## config.mk

```make
export PLATFORM = sky130hd
export DESIGN_NAME = instr_fetch_unit
export DESIGN_NICKNAME = d
export VERILOG_FILES = /design/src/rtl/instr_fetch_unit.sv
export SDC_FILE = /design/constraint.sdc
export NUM_CORES = 1
export LEC_CHECK = 0
export ABC_CLOCK_PERIOD_IN_PS = 6800
export CORE_ASPECT_RATIO = 1.4
export CORE_MARGIN = 2
export CORE_UTILIZATION = 40
export DETAILED_ROUTE_END_ITERATION = 7
export GPL_TIMING_DRIVEN = 0
export PLACE_DENSITY = 0.74
export SLEW_MARGIN = 20
export SYNTH_ARGS = -nofsm -noshare
export SYNTH_HDL_FRONTEND = slang
export SYNTH_SLANG_ARGS = --single-unit
export TNS_END_PERCENT = 100
```

## constraint.sdc

```tcl
create_clock -name CLK -period 6.8 [get_ports CLK]
set_clock_uncertainty 0.15 [all_clocks]
set_input_delay 1.36 -clock CLK [delete_from_list [all_inputs] [get_ports CLK]]
set_output_delay 1.36 -clock CLK [all_outputs]
set_load 0.1 [all_outputs]
```

## src/rtl/instr_fetch_unit.sv

```systemverilog
// Instruction fetch unit: owns the PC, drives instruction memory and
// registers each fetched word into the IF/ID stage for decode.
module instr_fetch_unit #(
    parameter logic [31:0] RESET_PC    = 32'h0000_0000,
    parameter int          MEM_BYTES   = 128,
    parameter logic [5:0]  HALT_OPCODE = 6'b111111
) (
    input  logic        CLK,
    input  logic        Reset,
    output logic [31:0] IAddr,
    input  logic [31:0] IDataIn,
    input  logic        Stall,
    input  logic        RedirectValid,
    input  logic [31:0] RedirectAddr,
    output logic [31:0] IR,
    output logic [31:0] PCOut,
    output logic [31:0] PCPlus4Out,
    output logic        IFValid,
    output logic        Halted,
    output logic        Fault,
    output logic [31:0] FetchCount
);

    typedef enum logic [1:0] {
        RUN   = 2'b00,
        HALT  = 2'b01,
        FAULT = 2'b10
    } mode_t;

    localparam logic [31:0] LAST_ADDR = 32'(MEM_BYTES - 4);
    localparam logic [31:0] WORD_MASK = 32'hFFFF_FFFC;

    mode_t       mode;
    mode_t       mode_nxt;

    logic [31:0] pc;
    logic [31:0] pc_nxt;
    logic [31:0] ir;
    logic [31:0] ir_nxt;
    logic [31:0] pc_out;
    logic [31:0] pc_out_nxt;
    logic [31:0] pc_plus4;
    logic [31:0] pc_plus4_nxt;
    logic        valid;
    logic        valid_nxt;
    logic        halted;
    logic        halted_nxt;
    logic        fault;
    logic        fault_nxt;
    logic [31:0] count;
    logic [31:0] count_nxt;

    logic [31:0] pc_inc;
    logic        out_of_range;
    logic        is_halt;

    assign pc_inc       = pc + 32'd4;
    assign out_of_range = (pc > LAST_ADDR);
    assign is_halt      = (IDataIn[31:26] == HALT_OPCODE);

    // State register for mode and the IF/ID stage; reset wins over all
    always_ff @(posedge CLK) begin
        if (Reset) begin
            mode     <= RUN;
            pc       <= RESET_PC & WORD_MASK;
            ir       <= '0;
            pc_out   <= '0;
            pc_plus4 <= '0;
            valid    <= 1'b0;
            halted   <= 1'b0;
            fault    <= 1'b0;
            count    <= '0;
        end else begin
            mode     <= mode_nxt;
            pc       <= pc_nxt;
            ir       <= ir_nxt;
            pc_out   <= pc_out_nxt;
            pc_plus4 <= pc_plus4_nxt;
            valid    <= valid_nxt;
            halted   <= halted_nxt;
            fault    <= fault_nxt;
            count    <= count_nxt;
        end
    end

    // Next-state: redirect > stall > range fault > halt > sequential fetch
    always_comb begin
        mode_nxt     = mode;
        pc_nxt       = pc;
        ir_nxt       = ir;
        pc_out_nxt   = pc_out;
        pc_plus4_nxt = pc_plus4;
        valid_nxt    = valid;
        halted_nxt   = halted;
        fault_nxt    = fault;
        count_nxt    = count;

        unique case (mode)
            RUN: begin
                if (RedirectValid) begin
                    pc_nxt    = RedirectAddr & WORD_MASK;
                    ir_nxt    = '0;
                    valid_nxt = 1'b0;
                end else if (Stall) begin
                    // whole stage holds
                end else if (out_of_range) begin
                    ir_nxt    = '0;
                    valid_nxt = 1'b0;
                    fault_nxt = 1'b1;
                    mode_nxt  = FAULT;
                end else begin
                    ir_nxt       = IDataIn;
                    pc_out_nxt   = pc;
                    pc_plus4_nxt = pc_inc;
                    valid_nxt    = 1'b1;
                    count_nxt    = count + 32'd1;
                    if (is_halt) begin
                        halted_nxt = 1'b1;
                        mode_nxt   = HALT;
                    end else begin
                        pc_nxt = pc_inc;
                    end
                end
            end
            HALT: begin
                // present the halt word until decode accepts it once
                if (!Stall) begin
                    valid_nxt = 1'b0;
                end
            end
            FAULT: begin
                valid_nxt = 1'b0;
            end
            default: begin
                mode_nxt = FAULT;
            end
        endcase
    end

    assign IAddr      = pc;
    assign IR         = ir;
    assign PCOut      = pc_out;
    assign PCPlus4Out = pc_plus4;
    assign IFValid    = valid;
    assign Halted     = halted;
    assign Fault      = fault;
    assign FetchCount = count;

endmodule

```

Yosys cells after proc, flatten, opt, wreduce, memory -nomap -nowiden --
Index checks and enable logic that the tools add are counted.
Storage, ports and cells: memories 0, register bits 165, logic and storage cells 54, latch bits 0, memory bits (writable) 0, output and inout port bits 163, bits in read-only memories 0
Operators by class: shifts and indexed selects 0, magnitude comparators 1, add/subtract/negate cells 2, divide/modulo/power cells 0, eq/ne operators 11, reduce and logical (&&, ||, !) cells 10, bitwise operators 4, multiplexer cells 17, multiply operators 0
Operators with widths (number):
- $mux 32 | 7
- $add 32x1->32 const B | 1
- $add 32x3->32 const B | 1
- $gt 32x7->1 const B | 1
- $reduce_and 4->1 | 4
- $ne 2x2->1 const B | 5
- $mux 2 | 4
- $eq 6x6->1 const B | 1
- $ne 3x3->1 const B | 2
- $reduce_and 5->1 | 1
- $mux 1 | 4
- $not 1->1 | 4
- $pmux 2 s2 | 1
- $pmux 1 s3 | 1
- $reduce_and 3->1 | 1
- $reduce_bool 3->1 | 1
- $eq 2x1->1 const B | 1
- $eq 2x2->1 const B | 1
- $logic_not 2->1 | 1
- $ne 2x1->1 const B | 1
- $reduce_and 2->1 | 1
- $reduce_or 2->1 | 1

Depth between registers and ports, before layout --
Gate-level depths: netlist of the first run.
word-level depth 6, gate-level depth with buffers 10, depth with buffers taken out 7

Worst setup path before layout of the first run --
No wires, ideal clock.
path kind input -> register, from in RedirectValid, to reg count[24], in the netlist FetchCount[24], library setup time 0.070 ns, buffers on the path 1, data required time 6.580 ns, arrival time 3.053 ns, path slack 3.527 ns, stages 6, cell sequence nor3b_2 o2111ai_2 or4_4 buf_6 or3_1 a21oi_1
Between the ends: word-level cells in the longest chain between the ends 2
RTL lines:
- start, declared | RTL line 13 | input logic RedirectValid,
- $not 1->1 (no source line)
- $reduce_and 4->1 (no source line)
- end signal, assigned | RTL line 82 | count <= count_nxt;
- end, declared | RTL line 50 | logic [31:0] count;
Every way passes these cells. A chain may end at the register's enable or synchronous reset.

Worst setup path in the final report of the first run --
from in RedirectValid, to reg pc[12], in the netlist IAddr[12]
Between the ends: word-level cells in the longest chain between the ends 2
RTL lines:
- $ne 2x2->1 (no source line) or $ne 2x1->1 (tied branches)
- $reduce_and 4->1 (no source line)
- end signal, assigned | RTL line 65 | pc <= RESET_PC & WORD_MASK;
- end signal, assigned | RTL line 75 | pc <= pc_nxt;
- end, declared | RTL line 36 | logic [31:0] pc;
Several ways; a longest one is shown, not always the timed one.

==> results of run 1 <==
## worst max path at each step
stage / start / to / slack, ps
after floorplan: RedirectValid / FetchCount[24] / 3530
after global placement: RedirectValid / IAddr[11] / 2340
after detailed placement: RedirectValid / IAddr[12] / 2340
after CTS: RedirectValid / IAddr[12] / 2780
after global routing: RedirectValid / IAddr[12] / 2570
final: RedirectValid / IAddr[12] / 2710
## power groups by stage
stage / sequential (mW) / clock [mW] / combinational, mW
2_1_floorplan: 1.13 / 0 / 0.140
3_3_place_gp: 0.994 / 0 / 0.411
3_5_place_dp: 0.995 / 0 / 0.412
4_1_cts: 0.974 / 0.994 / 0.413
5_1_grt: 0.977 / 1.04 / 0.436
6_report: 0.974 / 0.978 / 0.414
## through the flow
step	instance area (um^2)	util [%]	setup slack, ps
global placement	8650	57.4	2340
global route	9260	61.5	2570
floorplan	6180	-	3530
finish	9260	61.5	2710
CTS	9260	61.5	2780
detailed placement	8650	57.4	2340
## layer usage
| layer | share of wire [%] | wire [um] | global-route usage, % | vias to the layer above |
|---|---|---|---|---|
| li1 | - | - | - | 2884 |
| met1 | 40 | 7430 | 25.7 | 2740 |
| met2 | 49 | 9090 | 37.7 | 220 |
| met3 | 9.1 | 1690 | 9.08 | 28 |
| met4 | 2.2 | 403 | 8.46 | 0 |
| met5 | 0 | 0 | 0 | - |
## cells in the final DEF (no fill, tap or decap), drive strengths merged, types with 5 or more instances in the layout
master           n
a21oi           65
a22o            32
and2            50
and4             5
buf             14
clkbuf          56
clkdlybuf4s50  222
conb             6
dfxtp          159
ha               6
inv             22
nand2           38
nand3           33
nand4           15
nor2            20
nor3            18
nor4            15
o211ai          15
o21ai           21
o31ai           19
or3             16
or4             11
xnor2            8
## worst max-delay path, cell delays in order
cell and delay, ps:
clkdlybuf4s50_1 500, buf_2 250, inv_1 120, a21boi_1 690, nand3b_1 520, o21a_1 380
buf_2 220, o31ai_1 240
## kinds of logic after synthesis
family                   Yosys count  share of synthesized area [%]
AO/OA/AOI/OAI                    175                           18.8
buffers and inverters             64                           4.55
other                              1                         0.0608
adder cells (fa/ha/maj)            6                           1.22
AND/OR/NAND/NOR                  236                           21.7
flip-flops                       159                           51.6
multiplexers                       3                          0.528
XOR/XNOR                          11                           1.56
## sequential cells by signal, summed over array words and instances, names as in the netlist
register,cells
Fault,1
FetchCount,32
Halted,1
IAddr,30
IFValid,1
IR,32
PCOut,30
PCPlus4Out,30
mode,2
## cell type report
class | count | area, um^2
Fill cell | 1281 | 5800
Sequential cell | 159 | 3180
Multi-Input combinational cell | 437 | 2720
Timing Repair Buffer | 222 | 2220
Clock buffer | 17 | 425
Tap cell | 192 | 240
Buffer | 53 | 239
Clock inverter | 15 | 183
Inverter | 11 | 41.3
==> run metrics, run 1 <==
status=finished, final reports clean; Root Buffer=clkbuf_16; largest area contributor in the netlist=dfxtp_1; Pre-antenna DRT Iters=5; VDD IR max=approximately 0.00017 V; Die H=around 150 um; CTS H-tree lvls=4; Clock Sinks=between 150 and 200; most common cell in the synthesized netlist=dfxtp_1; flops & latches, synth=159; post-route minimum period=roughly 4100 ps; largest net degree at the start of global routing=19; switching power=770 uW; max_cap viols=0; Final Hold Fails=0; post-synthesis cell type count=55; crit share post-route=60.1%; Post-CTS Resized=0; post-CTS setup buffer count=0; die width=between 100 and 150 um; Cell Area, Synth=around 6200 um^2; Final Power=between 2 and 2.5 mW; slew of the pin with the lowest slew margin=1060 ps; die footprint=around 16000 um^2; Yosys top cell area share=between 50% and 60%; Slew HR=about 29%; initial antenna violation count=0; Leak=roughly 3.2 nW; Slew Limit Fails=0; diode count=0; routed vias=5872; FF-to-FF End=FetchCount[15]; average wire per standard cell=between 15 and 20 um; Worst Reg2Reg Path Length in Cells=8; hold buffers post-CTS=0; CP Class=primary input to flip-flop; Setup crit end kind=flip-flop; number of synthesized flops with an enable pin=0; vias per std cell=5.31; final setup fails=0; critical path fanouts, max=10; placed cell count=approximately 1100; share of layout cells above drive strength 1=between 6 and 7%; R2R setup slack=between 3000 and 4000 ps; final wirelength=18600 um; sequential share of power=41.2%; first-pass GRT wire length=between 20000 and 30000 um; grt ovf=0; Antenna Nets Post-Route=0; switching portion of total power=roughly a third; Min-Delay Path Depth=1; CTS tree=built; Seq/Total Area, Yosys=51.6%; number of global-route vias before repair=5540; Clock Path Buffers=2; crit path DAT=4280 ps; # IOs=231; Cell Rows=53; Hold Crit Start=PCOut[11]; Comb pwr share=17.5%; top post-synthesis cells by count=dfxtp_1 (159), a21oi_1 (65), and2_1 (50); GRT Util Overall=22.5%; IO Port Bufs=222; Peak Freq=245 MHz; Num CTS Buffers=17; worst skew pair latency=around 430 ps; Worst R2R Start=IAddr[2]; synth-to-layout area growth=50.1%; pwr dens=~260 nW/um^2; CP Data Required Time=around 7000 ps; non-filler cells, final=~1100; startpoint types=primary input; unrepaired setup endpoints after global routing=no; Pint=1.60 mW; DRT iter0 DRCs=around 330; Top FF cell, synth=dfxtp_1; cell count after synthesis=roughly 660; Hold WC Path Type=flip-flop to flip-flop; synth warn=0; CTS clk-pin slew, worst paths=roughly 70 ps; initial core utilization=about two fifths; fraction of registers with async set/reset=0%; Layout Nets=around 1000; Worst Hold Endpoint=PCOut[11]; core footprint=roughly 15000 um^2; clock share of power=about two fifths; dpl hpwl=between 10000 and 15000 um; Fin Setup TNS=0 ps; Hold WS=308 ps; RePlAce Congestion=0.889; Residual DRC=0; Mean Syn Cell Area=approximately 9.4 um^2; cells taking the most area after synthesis=dfxtp_1 (52%), a21oi_1 (5.3%), and2_1 (5.1%)
Power figures use the tool's default switching activity.
==> run 2: changes to the inputs <==
--- a/config.mk
+++ b/config.mk
@@ -5,13 +5,13 @@
 export SDC_FILE = /design/constraint.sdc
 export NUM_CORES = 1
 export LEC_CHECK = 0
-export ABC_CLOCK_PERIOD_IN_PS = 6800
+export ABC_CLOCK_PERIOD_IN_PS = 3720
 export CORE_ASPECT_RATIO = 1.4
 export CORE_MARGIN = 2
 export CORE_UTILIZATION = 40
 export DETAILED_ROUTE_END_ITERATION = 7
 export GPL_TIMING_DRIVEN = 0
-export PLACE_DENSITY = 0.74
+export PLACE_DENSITY = 0.76
 export SLEW_MARGIN = 20
 export SYNTH_ARGS = -nofsm -noshare
 export SYNTH_HDL_FRONTEND = slang
==> constraint.sdc (replaced) <==
create_clock -name CLK -period 3.72 [get_ports CLK]
set_clock_uncertainty 0.15 [all_clocks]
set_input_delay 0.744 -clock CLK [delete_from_list [all_inputs] [get_ports CLK]]
set_output_delay 0.744 -clock CLK [all_outputs]
set_load 0.1 [all_outputs]
==> run 2 against run 1 <==
Global-route usage down 0.24 points. Cell count is the same. Largest cell class unchanged. Design area did not move. Sequential share of layout area unchanged. Flip-flop and latch count is the same. Power up 83%. First-iteration DRC count is 4.3% higher. Critical path depth unchanged. Sequential power is 83% higher. Combinational power up 83%. Die area did not move. Register-to-register slack lost 3100 ps.
==> run metrics, run 2 (synthesis gave the netlist of run 1 again) <==
status=finished, final reports clean (unchanged); VDD IR max=0.000332 V (was 0.000170 V); synth-to-layout area growth=50.1% (unchanged); R2R setup slack=620 ps (was 3720 ps); post-CTS setup buffer count=0 (unchanged); dpl hpwl=13700 um (about the same); CP Class=primary input to flip-flop (unchanged); crit share post-route=93.6%; die footprint=16400 um^2 (unchanged); final setup fails=0 (unchanged); crit path DAT=3660 ps (was 4280 ps); Final Hold Fails=0 (unchanged); initial core utilization=41.0% (unchanged); Peak Freq=around 290 MHz; critical path fanouts, max=10 (unchanged); startpoint types=primary input (unchanged); max incr delay on CP=670 ps (was 690 ps); Pre-antenna DRT Iters=5 (unchanged); # IOs=231 (unchanged); Clock Path Buffers=2 (unchanged); CTS tree=built (unchanged); CTS H-tree lvls=4 (unchanged); hold buffers post-CTS=0 (unchanged); diode count=0 (unchanged); IO Port Bufs=222 (unchanged); Comb pwr share=17.5% (about the same); unrepaired setup endpoints after global routing=no (unchanged); RePlAce Congestion=0.884 (was 0.889); post-route setup slack=239 ps (was 2710 ps); first-pass GRT wire length=28600 um (was 28800 um); average wire per standard cell=16.7 um (was 16.8 um); grt ovf=0 (unchanged); Core Util, Final=61.5% (unchanged); number of global-route vias before repair=5651 (was 5540); largest net degree at the start of global routing=17 (was 19); Die H=151 um (unchanged); commonest non-fill, non-tap cells in the layout=clkdlybuf4s50_1 (222), dfxtp_1 (159), a21oi_1 (65) (unchanged); final wirelength=18500 um (was 18600 um); post-route minimum period=around 3500 ps; dpl ws=-154 ps (was 2340 ps); GRT Util Overall=22.3% (was 22.5%); pwr dens=467 nW/um^2 (was 256 nW/um^2); sequential share of power=41.2% (about the same); critical path's most frequent cell=buf_2 (unchanged); max_cap viols=0 (unchanged); Leak=3.24 nW (about the same); Setup crit end kind=flip-flop (unchanged); Slew HR=30.2% (was 28.8%); Post-CTS Resized=0 (unchanged); share of layout cells above drive strength 1=6.24% (unchanged); Antenna Nets Post-Route=0 (unchanged); placed cell count=1074 (unchanged); Layout Nets=975 (unchanged); worst-path cell chain=clkdlybuf4s50_1 > buf_2 > inv_1 > a21boi_1 > nand3b_1 > o21a_1 > buf_2 > o31ai_1 (unchanged); non-filler cells, final=1106 (unchanged); Num CTS Buffers=17 (unchanged); Clock Sinks=159 (unchanged); most frequent standard cell in the layout excluding fill and tap cells=clkdlybuf4s50_1 (unchanged); Hold WC Path Type=flip-flop to flip-flop (unchanged); Root Buffer=clkbuf_16 (unchanged); die width=109 um (unchanged); Pint=2.98 mW (was 1.60 mW); Slew Limit Fails=0 (unchanged); number of fill cells in the layout=1292 (was 1281); routed vias=5878 (was 5872); switching portion of total power=31.1% (was 32.5%); initial antenna violation count=0 (unchanged); DRT iter0 DRCs=342 (was 328); worst skew pair latency=420 ps (was 430 ps); critical path's slowest cell=a21boi_1 (unchanged); vias per std cell=5.31 (about the same); Residual DRC=0 (unchanged); clock share of power=41.3% (about the same); CTS clk-pin slew, worst paths=60 ps (was 70 ps); Fin Setup TNS=0 ps (unchanged); core footprint=15100 um^2 (unchanged); switching power=1.35 mW (was 770 uW); CP Data Required Time=3900 ps (was 6990 ps); slew of the pin with the lowest slew margin=1040 ps (was 1060 ps); Cell Rows=53 (unchanged)
## run 2: cell types whose count changed in the layout (fill, tap and decap cells not counted)
cell,previous run,this run
clkbuf_8,0,1
clkinv_8,2,0
bufinv_16,1,2
clkinv_4,1,3
inv_6,5,6
clkinvlp_4,0,1
inv_8,6,2
## run 2: path summary, 6_finish.rpt
kind	start	to	cells after the start
setup / recovery	RedirectValid	IAddr[11]	8
hold / removal	PCPlus4Out[15]	PCPlus4Out[15]	1
setup reg to reg	mode[0]	FetchCount[11]	10
hold reg to reg	PCPlus4Out[15]	PCPlus4Out[15]	1
## run 2: area by class of cell
class / instances / area (um^2) / area share (%)
Sequential cell: 159 / 3180 / 34.4
Timing Repair Buffer: 222 / 2220 / 24.0
Inverter: 11 / 41.3 / 0.446
Clock buffer: 18 / 439 / 4.75
Buffer: 53 / 239 / 2.58
Tap cell: 192 / 240 / 2.60
Multi-Input combinational cell: 437 / 2720 / 29.4
Clock inverter: 14 / 169 / 1.83
## run 2: metal layers
layer  GRT usage [%]  vias to the layer above  wire length [um]
li1                -                     2874                 -
met3            8.39                       33              1650
met5               0                        -                 0
met2            37.2                      256              9120
met1            25.7                     2715              7290
met4            8.59                        0               410
## run 2: power by group through the flow
stage               clock network, mW  logic, mW  registers (mW)
finish                           1.79      0.757            1.78
global route                     1.90      0.797            1.79
CTS                              1.81      0.756            1.78
detailed placement                  0      0.752            1.82
global placement                    0      0.751            1.82
floorplan                           0      0.255            2.07
## run 2: metrics by stage
step / hold slack [ps] / cell area (um^2) / power, mW
2_1_floorplan: 327 / 6180 / 2.33
3_3_place_gp: 291 / 8650 / 2.57
3_5_place_dp: 293 / 8650 / 2.57
4_1_cts: 313 / 9260 / 4.35
5_1_grt: 323 / 9260 / 4.48
6_report: 307 / 9260 / 4.32
## run 2: worst max-delay path, delay by kind of cell
family	cells	cell delay, ps
AOI/OAI and AO/OA	3	1300
buffers and inverters	4	1080
and+or+nand+nor	1	530
==> run 3: changes to the inputs <==
==> constraint.sdc (replaced) <==
create_clock -name CLK -period 3.72 [get_ports CLK]
set_clock_uncertainty 0.15 [all_clocks]
set_input_delay 0.372 -clock CLK [delete_from_list [all_inputs] [get_ports CLK]]
set_output_delay 0.372 -clock CLK [all_outputs]
set_load 0.1 [all_outputs]
==> results of run 3 <==
Same layout as run 2 (identical final DEF). Status: finished, final reports clean.
Among the figures that moved: setup slack after placement -154 ps -> 218 ps; setup slack after layout 239 ps -> 611 ps
